==> config.mk <==
export PLATFORM = sky130hd
export DESIGN_NAME = regfile_write_arbiter_flat
export DESIGN_NICKNAME = d
export VERILOG_FILES = /design/src/rtl/regfile_write_arbiter_pkg.sv /design/src/rtl/regfile_write_arbiter_if.sv /design/src/rtl/regfile_write_arbiter_wb_fifo.sv /design/src/rtl/regfile_write_arbiter.sv /design/src/flat_wrapper.sv
export SDC_FILE = /design/constraint.sdc
export NUM_CORES = 1
export LEC_CHECK = 0
export CORE_UTILIZATION = 30
export DETAILED_ROUTE_END_ITERATION = 7
export GPL_TIMING_DRIVEN = 0
export PLACE_DENSITY = 0.47
export SYNTH_ARGS = -nofsm -noshare
export SYNTH_HDL_FRONTEND = slang
export SYNTH_SLANG_ARGS = --single-unit
==> constraint.sdc <==
create_clock -name clk -period 6.2 [get_ports clk]
set_input_delay 1.24 -clock clk [delete_from_list [all_inputs] [get_ports clk]]
set_output_delay 1.24 -clock clk [all_outputs]
set_load 0.02 [all_outputs]
==> src/rtl/regfile_write_arbiter_pkg.sv <==
`default_nettype none
// ============================================================================
// Module      : regfile_write_arbiter_pkg
// Description : Shared types for the GPR write-side arbiter and its FIFO.
// Revision    : 1.0 - initial release
// ============================================================================
package regfile_write_arbiter_pkg;

  localparam int c_WORD_W = 32;
  localparam int c_CREG_W = 5;

  typedef logic [c_WORD_W-1:0] word_t;
  typedef logic [c_CREG_W-1:0] creg_addr_t;

  typedef struct packed {
    creg_addr_t wa;
    word_t      wd;
  } wb_req_t;

  localparam creg_addr_t c_ZERO_REG = '0;

  // r0 is hardwired, so writes to it and hazards on it never exist.
  function automatic logic is_live_reg(input creg_addr_t a);
    return a != c_ZERO_REG;
  endfunction

endpackage
`default_nettype wire

==> src/rtl/regfile_write_arbiter_if.sv <==
`default_nettype none
// ============================================================================
// Module      : regfile_write_arbiter_if
// Description : Writeback sources, regfile write port and hazard query bus.
// Revision    : 1.0 - initial release
// ============================================================================
interface regfile_write_arbiter_if
  import regfile_write_arbiter_pkg::*;
#(
  parameter int FIFO_DEPTH = 4
);

  logic                        pipe_valid;
  creg_addr_t                  pipe_wa;
  word_t                       pipe_wd;
  logic                        pipe_stall;
  logic                        mdu_valid;
  logic                        mdu_ready;
  creg_addr_t                  mdu_wa;
  word_t                       mdu_wd;
  creg_addr_t                  wa3;
  word_t                       wd3;
  logic                        write_enable;
  creg_addr_t                  qry_ra1;
  creg_addr_t                  qry_ra2;
  logic                        pend1;
  logic                        pend2;
  logic [$clog2(FIFO_DEPTH):0] fifo_count;

  modport master (
    output pipe_valid, pipe_wa, pipe_wd, mdu_valid, mdu_wa, mdu_wd,
           qry_ra1, qry_ra2,
    input  pipe_stall, mdu_ready, wa3, wd3, write_enable, pend1, pend2,
           fifo_count
  );

  modport slave (
    input  pipe_valid, pipe_wa, pipe_wd, mdu_valid, mdu_wa, mdu_wd,
           qry_ra1, qry_ra2,
    output pipe_stall, mdu_ready, wa3, wd3, write_enable, pend1, pend2,
           fifo_count
  );

endinterface
`default_nettype wire

==> src/rtl/regfile_write_arbiter_wb_fifo.sv <==
`default_nettype none
// ============================================================================
// Module      : regfile_write_arbiter_wb_fifo
// Description : Multi-cycle result FIFO exposing per-entry valid and address.
// Revision    : 1.0 - initial release
// ============================================================================
module regfile_write_arbiter_wb_fifo
  import regfile_write_arbiter_pkg::*;
#(
  parameter int FIFO_DEPTH = 4
)(
  input  logic                              clk,
  input  logic                              resetn,
  input  logic                              i_push,
  input  wb_req_t                           i_push_data,
  input  logic                              i_pop,
  output wb_req_t                           o_head,
  output logic                              o_full,
  output logic                              o_empty,
  output logic [$clog2(FIFO_DEPTH):0]       o_count,
  output logic [FIFO_DEPTH-1:0]             o_entry_valid,
  output creg_addr_t [FIFO_DEPTH-1:0]       o_entry_wa
);

  localparam int                 c_PTR_W = $clog2(FIFO_DEPTH);
  localparam int                 c_CNT_W = c_PTR_W + 1;
  localparam logic [c_CNT_W-1:0] c_FULL  = c_CNT_W'(FIFO_DEPTH);

  wb_req_t                 r_mem [FIFO_DEPTH];
  logic [c_PTR_W-1:0]      r_wr_ptr;
  logic [c_PTR_W-1:0]      r_rd_ptr;
  logic [c_CNT_W-1:0]      r_count;
  logic [FIFO_DEPTH-1:0]   r_valid;
  logic [FIFO_DEPTH-1:0]   w_valid_next;
  logic                    w_push;
  logic                    w_pop;

  assign o_full  = (r_count == c_FULL);
  assign o_empty = (r_count == '0);
  assign w_push  = i_push && !o_full;
  assign w_pop   = i_pop && !o_empty;

  always_comb begin
    w_valid_next = r_valid;
    if (w_pop)  w_valid_next[r_rd_ptr] = 1'b0;
    if (w_push) w_valid_next[r_wr_ptr] = 1'b1;
  end

  // Power-of-two depth lets the pointers wrap by natural overflow.
  always_ff @(posedge clk) begin
    if (!resetn) begin
      r_wr_ptr <= '0;
      r_rd_ptr <= '0;
      r_count  <= '0;
      r_valid  <= '0;
    end else begin
      if (w_push) r_wr_ptr <= r_wr_ptr + c_PTR_W'(1);
      if (w_pop)  r_rd_ptr <= r_rd_ptr + c_PTR_W'(1);
      case ({w_push, w_pop})
        2'b10:   r_count <= r_count + c_CNT_W'(1);
        2'b01:   r_count <= r_count - c_CNT_W'(1);
        default: r_count <= r_count;
      endcase
      r_valid <= w_valid_next;
    end
  end

  always_ff @(posedge clk) begin
    if (w_push) r_mem[r_wr_ptr] <= i_push_data;
  end

  assign o_head        = r_mem[r_rd_ptr];
  assign o_count       = r_count;
  assign o_entry_valid = r_valid;

  for (genvar gi = 0; gi < FIFO_DEPTH; gi++) begin : g_entry_wa
    assign o_entry_wa[gi] = r_mem[gi].wa;
  end

endmodule
`default_nettype wire

==> src/rtl/regfile_write_arbiter.sv <==
`default_nettype none
// ============================================================================
// Module      : regfile_write_arbiter
// Description : Merges pipeline and multi-cycle writeback onto one GPR port.
// Revision    : 1.0 - initial release
// ============================================================================
module regfile_write_arbiter
  import regfile_write_arbiter_pkg::*;
#(
  parameter int FIFO_DEPTH   = 4,
  parameter int STARVE_LIMIT = 8
)(
  input  logic                    clk,
  input  logic                    resetn,
  regfile_write_arbiter_if.slave  bus
);

  localparam int                    c_CNT_W      = $clog2(FIFO_DEPTH) + 1;
  localparam int                    c_STARVE_W   = $clog2(STARVE_LIMIT + 1);
  localparam logic [c_STARVE_W-1:0] c_STARVE_MAX = c_STARVE_W'(STARVE_LIMIT);

  wb_req_t                     w_head;
  logic                        w_full;
  logic                        w_empty;
  logic [c_CNT_W-1:0]          w_count;
  logic [FIFO_DEPTH-1:0]       w_entry_valid;
  creg_addr_t [FIFO_DEPTH-1:0] w_entry_wa;
  logic                        w_push;
  logic                        w_pop;
  logic                        w_pipe_win;
  logic                        w_starve_inc;
  logic [c_STARVE_W-1:0]       w_starve_nxt;
  logic [FIFO_DEPTH-1:0]       w_hit1;
  logic [FIFO_DEPTH-1:0]       w_hit2;

  logic                        r_pipe_stall;
  logic                        r_we;
  creg_addr_t                  r_wa3;
  word_t                       r_wd3;
  logic [c_STARVE_W-1:0]       r_starve;

  // Writes to r0 are accepted on the handshake but never enqueued.
  assign w_push       = bus.mdu_valid && !w_full && is_live_reg(bus.mdu_wa);
  assign w_pipe_win   = !r_pipe_stall && bus.pipe_valid && is_live_reg(bus.pipe_wa);
  assign w_pop        = !w_empty && !w_pipe_win;
  assign w_starve_inc = w_pipe_win && !w_empty;
  assign w_starve_nxt = r_starve + c_STARVE_W'(1);

  regfile_write_arbiter_wb_fifo #(
    .FIFO_DEPTH (FIFO_DEPTH)
  ) u_wb_fifo (
    .clk           (clk),
    .resetn        (resetn),
    .i_push        (w_push),
    .i_push_data   ({bus.mdu_wa, bus.mdu_wd}),
    .i_pop         (w_pop),
    .o_head        (w_head),
    .o_full        (w_full),
    .o_empty       (w_empty),
    .o_count       (w_count),
    .o_entry_valid (w_entry_valid),
    .o_entry_wa    (w_entry_wa)
  );

  // The stall cycle pops the head, which clears the counter, so it never
  // exceeds STARVE_LIMIT.
  always_ff @(posedge clk) begin
    if (!resetn) begin
      r_starve     <= '0;
      r_pipe_stall <= 1'b0;
    end else begin
      if (w_pop || w_empty)  r_starve <= '0;
      else if (w_starve_inc) r_starve <= w_starve_nxt;
      r_pipe_stall <= w_starve_inc && (w_starve_nxt == c_STARVE_MAX);
    end
  end

  always_ff @(posedge clk) begin
    if (!resetn) begin
      r_we  <= 1'b0;
      r_wa3 <= '0;
      r_wd3 <= '0;
    end else if (w_pipe_win) begin
      r_we  <= 1'b1;
      r_wa3 <= bus.pipe_wa;
      r_wd3 <= bus.pipe_wd;
    end else if (w_pop) begin
      r_we  <= 1'b1;
      r_wa3 <= w_head.wa;
      r_wd3 <= w_head.wd;
    end else begin
      r_we  <= 1'b0;
    end
  end

  for (genvar gi = 0; gi < FIFO_DEPTH; gi++) begin : g_match
    assign w_hit1[gi] = w_entry_valid[gi] && (w_entry_wa[gi] == bus.qry_ra1);
    assign w_hit2[gi] = w_entry_valid[gi] && (w_entry_wa[gi] == bus.qry_ra2);
  end

  // The regfile reads pre-write state, so the output stage is still pending.
  assign bus.pend1 = is_live_reg(bus.qry_ra1) &&
                     ((|w_hit1) || (r_we && (r_wa3 == bus.qry_ra1)));
  assign bus.pend2 = is_live_reg(bus.qry_ra2) &&
                     ((|w_hit2) || (r_we && (r_wa3 == bus.qry_ra2)));

  assign bus.pipe_stall   = r_pipe_stall;
  assign bus.mdu_ready    = !w_full;
  assign bus.wa3          = r_wa3;
  assign bus.wd3          = r_wd3;
  assign bus.write_enable = r_we;
  assign bus.fifo_count   = w_count;

endmodule
`default_nettype wire

==> src/flat_wrapper.sv <==
// flat-port wrapper written by rule: the top's interface ports become plain ports
module regfile_write_arbiter_flat import regfile_write_arbiter_pkg::*;
#(
  parameter int FIFO_DEPTH   = 4,
  parameter int STARVE_LIMIT = 8
)
  (clk, resetn, bus_pipe_valid, bus_pipe_wa, bus_pipe_wd, bus_mdu_valid, bus_mdu_wa, bus_mdu_wd, bus_qry_ra1, bus_qry_ra2, bus_pipe_stall, bus_mdu_ready, bus_wa3, bus_wd3, bus_write_enable, bus_pend1, bus_pend2, bus_fifo_count);
  regfile_write_arbiter_if #(.FIFO_DEPTH(FIFO_DEPTH)) bus_i ();
  input  logic clk;
  input  logic resetn;
  input wire logic [$bits(bus_i.pipe_valid)-1:0] bus_pipe_valid;
  input wire logic [$bits(bus_i.pipe_wa)-1:0] bus_pipe_wa;
  input wire logic [$bits(bus_i.pipe_wd)-1:0] bus_pipe_wd;
  input wire logic [$bits(bus_i.mdu_valid)-1:0] bus_mdu_valid;
  input wire logic [$bits(bus_i.mdu_wa)-1:0] bus_mdu_wa;
  input wire logic [$bits(bus_i.mdu_wd)-1:0] bus_mdu_wd;
  input wire logic [$bits(bus_i.qry_ra1)-1:0] bus_qry_ra1;
  input wire logic [$bits(bus_i.qry_ra2)-1:0] bus_qry_ra2;
  output wire logic [$bits(bus_i.pipe_stall)-1:0] bus_pipe_stall;
  output wire logic [$bits(bus_i.mdu_ready)-1:0] bus_mdu_ready;
  output wire logic [$bits(bus_i.wa3)-1:0] bus_wa3;
  output wire logic [$bits(bus_i.wd3)-1:0] bus_wd3;
  output wire logic [$bits(bus_i.write_enable)-1:0] bus_write_enable;
  output wire logic [$bits(bus_i.pend1)-1:0] bus_pend1;
  output wire logic [$bits(bus_i.pend2)-1:0] bus_pend2;
  output wire logic [$bits(bus_i.fifo_count)-1:0] bus_fifo_count;
  assign bus_i.pipe_valid = bus_pipe_valid;
  assign bus_i.pipe_wa = bus_pipe_wa;
  assign bus_i.pipe_wd = bus_pipe_wd;
  assign bus_i.mdu_valid = bus_mdu_valid;
  assign bus_i.mdu_wa = bus_mdu_wa;
  assign bus_i.mdu_wd = bus_mdu_wd;
  assign bus_i.qry_ra1 = bus_qry_ra1;
  assign bus_i.qry_ra2 = bus_qry_ra2;
  assign bus_pipe_stall = bus_i.pipe_stall;
  assign bus_mdu_ready = bus_i.mdu_ready;
  assign bus_wa3 = bus_i.wa3;
  assign bus_wd3 = bus_i.wd3;
  assign bus_write_enable = bus_i.write_enable;
  assign bus_pend1 = bus_i.pend1;
  assign bus_pend2 = bus_i.pend2;
  assign bus_fifo_count = bus_i.fifo_count;
  regfile_write_arbiter #(.FIFO_DEPTH(FIFO_DEPTH), .STARVE_LIMIT(STARVE_LIMIT)) u_core (.clk(clk), .resetn(resetn), .bus(bus_i));
endmodule
Word level (Yosys, flattened, before mapping)
Memory sizes are Yosys's and may differ from the RTL's. A register that Yosys moved wholly into a read port is not among the register bits.
Cells that the tools add are included.

storage, ports and cells
  bits in read-only memories = 0
  flip-flop bits (word level) = 54
  bits in latches = 0
  bits in writable memories = 148
  output and inout bits = 45
  memories = 1

cells by class
  divide/modulo/power cells = 0
  $add $sub $neg = 5
  bitwise operators = 4
  reduce and logical (&&, ||, !) cells = 40
  mux-type cells = 17
  $lt $le $gt $ge = 4
  shifts and indexed selects = 0
  $mul = 0
  equality and inequality tests = 14

memories
  name                    depth  bits a word  read ports  clocked after memory_dff  wr ports  line                                 source
  u_core.u_wb_fifo.r_mem  4      37           5           1                         1         regfile_write_arbiter_wb_fifo.sv:29  wb_req_t r_mem [FIFO_DEPTH];

operators with widths
  kind                                                                                  number
  32-bit 2-to-1 mux                                                                     2
  5-bit equality test                                                                   10
  1-bit logical AND                                                                     23
  5-bit nonzero test                                                                    4
  5-bit 2-to-1 mux                                                                      2
  4-bit 2-to-1 mux                                                                      2
  4-bit OR reduction                                                                    2
  2-bit by 3-bit < comparator with 1-bit output (second input constant)                 2
  1-bit 2-to-1 mux                                                                      6
  3-bit case mux with 2 select lines                                                    1
  2-bit by 1-bit adder with 2-bit output (second input constant)                        2
  4-bit by 1-bit adder with 4-bit output (second input constant)                        1
  4-bit AND                                                                             1
  1-bit demux with 2-bit select                                                         2
  4-bit equality test (second input constant)                                           1
  2-bit by 1-bit greater-or-equal comparator with 1-bit output (second input constant)  2
  1-bit zero test                                                                       4
  2-bit 2-to-1 mux                                                                      2
  4-bit NOT                                                                             1
  4-bit OR                                                                              1
  2-bit nonzero test                                                                    2
  3-bit by 1-bit adder with 3-bit output (second input constant)                        1
  3-bit equality test (second input constant)                                           1
  3-bit zero test                                                                       1
  other kinds (6)                                                                       8

Depth between registers and ports, before layout
  word-level depth = 9
  gate-level depth with buffers = 10
  gate-level depth less buffers = 10

Modules after synthesis
From an unflattened synthesis, not the netlist that was laid out.

unflattened totals
  cells, all modules = 567
  area total of the unflattened synthesis = 8877.3 um^2

by module, submodules not included
  module                         cells each  area an instance (um^2)  sequential area each (um^2)  times used
  regfile_write_arbiter_wb_fifo  289         6251.0                   4704.5                       1
  regfile_write_arbiter          278         2626.3                   860.8                        1

Worst setup path after synthesis
No wires, ideal clock.

  path kind = input -> output
  start point = input port bus_qry_ra2[3]
  end point = output port bus_pend2
  path buffers = 1
  setup slack = 2685 ps
  stages = 6
  arrival = 2275 ps
  data required time = 4960 ps
  cells stage by stage = clkbuf_1 > xor2_1 > nor4_1 > nand3_1 > nand3_1 > o22a_1

on the way
  cells in the longest elaborated chain, start to end = 5
  elaborated cells between the ends (all ways) = 14

RTL lines
  what                 line                          source
  from (decl)          flat_wrapper.sv:18            input wire logic [$bits(bus_i.qry_ra2)-1:0] bus_qry_ra2;
  5-bit equality test  regfile_write_arbiter.sv:98   assign w_hit2[gi] = w_entry_valid[gi] && (w_entry_wa[gi] == bus.qry_ra2);
  1-bit logical AND    regfile_write_arbiter.sv:98
  4-bit OR reduction   regfile_write_arbiter.sv:105  ((|w_hit2) || (r_we && (r_wa3 == bus.qry_ra2)));
  1-bit logical OR     regfile_write_arbiter.sv:105
  1-bit logical AND *  regfile_write_arbiter.sv:104  assign bus.pend2 = is_live_reg(bus.qry_ra2) &&
  to (decl)            flat_wrapper.sv:25            output wire logic [$bits(bus_i.pend2)-1:0] bus_pend2;

Mark *: on every way between the ends. The rest lies on a longest branch, timed or not.

Worst setup path after layout
  start point = input port bus_qry_ra1[3]
  end point = output port bus_pend1

on the way
  cells in the longest elaborated chain, start to end = 5
  elaborated cells between the ends (all ways) = 14

RTL lines
  what                 line                          source
  from (decl)          flat_wrapper.sv:17            input wire logic [$bits(bus_i.qry_ra1)-1:0] bus_qry_ra1;
  5-bit equality test  regfile_write_arbiter.sv:97   assign w_hit1[gi] = w_entry_valid[gi] && (w_entry_wa[gi] == bus.qry_ra1);
  1-bit logical AND    regfile_write_arbiter.sv:97
  4-bit OR reduction   regfile_write_arbiter.sv:103  ((|w_hit1) || (r_we && (r_wa3 == bus.qry_ra1)));
  1-bit logical OR     regfile_write_arbiter.sv:103
  1-bit logical AND *  regfile_write_arbiter.sv:102  assign bus.pend1 = is_live_reg(bus.qry_ra1) &&
  to (decl)            flat_wrapper.sv:24            output wire logic [$bits(bus_i.pend1)-1:0] bus_pend1;

Marked as above.

==> flow_summary.ini <==
[yosys]
synth-compound-area-share_pct = 7.402
ys_seq_area_share_pct = 64.06
yosys.area_share.simple_pct = 8.468
synth_top_area_share_pct = 51.15
synth_fa_ha_area_share_pct = 1.815
synth-seq-cells = 204
yosys_warnings = 0
syn-num-nets = 681
synth_top_family_by_area = multiplexers
muxShareOfSynthArea_pct = 9.706
yosysTopAreaCell = edfxtp_1
syn_area_per_cell_um2 = 14.95
synth_area_leaders = edfxtp_1 51%, dfxtp_1 13%, mux4_2 9.6%, a311oi_2 5.2%, xor2_1 4.3%
synthDistinctLibCells = 37
synthXorXnorAreaFrac_pct = 5.645
syn_inst = 581
synth_area_mm2 = 0.008688

[setup_path]
arrival_ps = 3060
cp-end-kind = output pin
critPathKind = input pin to output pin
cp.required_ps = 4960
timing.critical_path.from_type = input pin
worstPathMaxFanout = 6

[clocking]
ctsRootBufferMaster = clkbuf_16
clock_latency_ps = 510
path_clk_slew_ps = 60
clockBufferDepth = 3
htreeDepth = 1
ctsHoldBuffers = 0
cts_resized = 0
postCtsSetupBuffers = 0
cts_tree = yes
cts-buffers-inserted = 24
clkSinkCount = 204

[sta]
setup_viol = 0
fin_setup_tns_ps = 0
rsz0062_at_grt = false
fmax_mhz = 232.7
fin_worst_skew_ps = 8.787
fin_hold_ws_ps = 476.2
fin_crit_sh_pct = 69.32
fin_crit_ps = 4298
worst_slew_pin_slew_ps = 915.2
drv_slew = 0
slew_headroom_pct = 38.99
finalHoldViolations = 0

[floorplan]
fp.dieW_um = 172.2
die_y_um = 172.2
dieArea_mm2 = 0.02965
row_count = 61
ios = 133
core_region_area_mm2 = 0.02816
start_util_pct = 30.85

[detailed_routing]
dr.pass1.iters = 4
vias = 5367
topRoutingLayerUsed = met4
ant_nets = 0
dr_wl_met3_um = 1182
drc_errors = 0
wl_met1_um = 9745
wl_per_cell_um = 19.99
vias_per_cell = 4.750
dr.first_iter.drc_count = 287
wl_met2_um = 11160
routed_wl_um = 22590

[global_route]
grt_max_degree = 24
gr-total-overflow = 0
grt_use_total_pct = 15.44
grt_pass1_wl_um = 33660
antenna_found_initial = 0
grt_pass1_vias = 5631

[power_and_ir_drop]
p_sw_share_pct = 31.84
p_switching_mw = 1.388
intPower_mw = 2.970
p_comb_share_pct = 30.5
p_seq_share_pct = 40.1
leakage_nw = 3.730
ir_drop_mv = 0.1891
pwr-share-clk_pct = 29.4
design_power_total_mw = 4.358
power.density_mw_per_mm2 = 389.1

[placed_design]
place.port_buffers = 122
globalplace.congestion = 0.9298
hpwl_um = 15940
post-place-cells = 1085

[final_layout]
fin_cells = 1130
drive_gt1_share_pct = 17.98
syn_to_final_growth_pct = 28.92
nFillCells = 2633
nets = 833

[run]
maxCapViolations = 0

[hold_path]
min_path_type = flop to flop

[status]
status = complete, no violations
cells in the final DEF (no fill, tap or decap), types with 2 or more instances in the layout:
cell type,count
a22oi_1,2
nor4_1,10
edfxtp_1,148
a21boi_0,4
or3_1,3
nand2_1,78
ha_1,11
clkdlybuf4s50_1,122
clkbuf_16,24
a21oi_1,5
inv_1,10
buf_2,4
a311oi_2,30
mux4_2,37
buf_4,7
clkbuf_1,32
xor2_1,43
nand3_1,14
xnor2_1,13
buf_12,4
buf_6,3
nor2_1,39
clkbuf_8,3
buf_1,3
a311oi_1,5
clkinv_2,3
o21a_1,4
or4_1,3
and2_2,4
dfxtp_1,56
o22a_1,2
nor2_2,10
layer usage:
layer	vias to the layer above	GRT usage, %
li1	2481	-
met5	-	0
met3	30	3.067
met4	0	4.117
met2	140	26.40
met1	2716	19.85
through the flow:
stage                     utilization (%)  setup WS, ps  instance area (um2)
final                               39.77          1902                11200
after CTS                           39.76          1910                11200
after detailed placement            37.17          1919                10470
after floorplan                         -          2685                 8688
after global routing                39.76          1788                11200
after global placement              36.87          1503                10380
power by group through the flow:
| stage | registers, mW | clock network [mW] | logic [mW] |
|---|---|---|---|
| after floorplan | 1.83 | 0 | 0.780 |
| after global routing | 1.77 | 1.38 | 1.46 |
| after global placement | 1.78 | 0 | 1.34 |
| final | 1.75 | 1.28 | 1.33 |
| after detailed placement | 1.78 | 0 | 1.36 |
| after CTS | 1.75 | 1.32 | 1.37 |
logic make-up after synthesis:
logic type                 after synthesis
AOI/OAI and AO/OA                       55
xor gates and xnor gates                56
adders and majority gates               12
buffers and inverters                   50
DFF                                    204
muxes                                   38
and+or+nand+nor                        166
worst max-delay path, cell delays in order:
cell and delay (ps):
clkbuf_1 360, xor2_1 130, nor4_1 320, nand3_1 130, nand3_1 120, o22a_1 150, clkdlybuf4s50_1 600
final timing paths:
check	startpoint	endpoint	slack, ps	cells after the start
min reg2reg	u_core.r_starve[0]	u_core.r_starve[0]	480	1
min	u_core.r_starve[0]	u_core.r_starve[0]	480	1
max reg2reg	u_core.u_wb_fifo.o_count[2]	u_core.u_wb_fifo.o_count[2]	3960	9
max	bus_qry_ra1[3]	bus_pend1	1900	7
final cells by class:
type	count	area [um2]	share of cell area, %
sequential	204	5565	49.69
multi-input combinational	327	2875	25.67
timing repair buffer	126	1301	11.62
clock buffer	37	679.4	6.066
tap	378	473.0	4.223
buffer	40	215.2	1.921
clock inverter	7	51.30	0.4580
inverter	10	37.54	0.3351
antenna	1	2.502	0.02234
synth_stat cells:
cell type / count
edfxtp_1: 148
nand2_1: 78
dfxtp_1: 56
xor2_1: 43
nor2_1: 39
mux4_2: 37
a311oi_2: 30
clkbuf_1: 22
nand3_1: 14
xnor2_1: 13
ha_1: 11
inv_1: 10
nor2_2: 10
nor4_1: 10
buf_4: 7
a21oi_1: 5
a311oi_1: 5
and2_1: 5
a21boi_0: 4
buf_2: 4
o21a_1: 4
buf_1: 3
buf_6: 3
or3_1: 3
or4_1: 3
a22oi_1: 2
o22a_1: 2
and3_1: 1
buf_8: 1
fa_1: 1
mux2i_1: 1
nor2b_1: 1
nor3_1: 1
o211a_1: 1
o21ai_0: 1
o21ai_4: 1
or4_4: 1
state kept, by name, indices dropped and copies added, names as in the netlist, named ones only:
signal and cells:
u_core.u_wb_fifo.r_mem 148, u_core.bus.wd3 32, u_core.bus.wa3 5, u_core.r_starve 4, u_core.u_wb_fifo.o_entry_valid 4, u_core.u_wb_fifo.o_count 3
u_core.u_wb_fifo.r_rd_ptr 2, u_core.u_wb_fifo.r_wr_ptr 2, u_core.bus.pipe_stall 1, u_core.bus.write_enable 1
No activity file was read; power rests on OpenSTA's default activity.
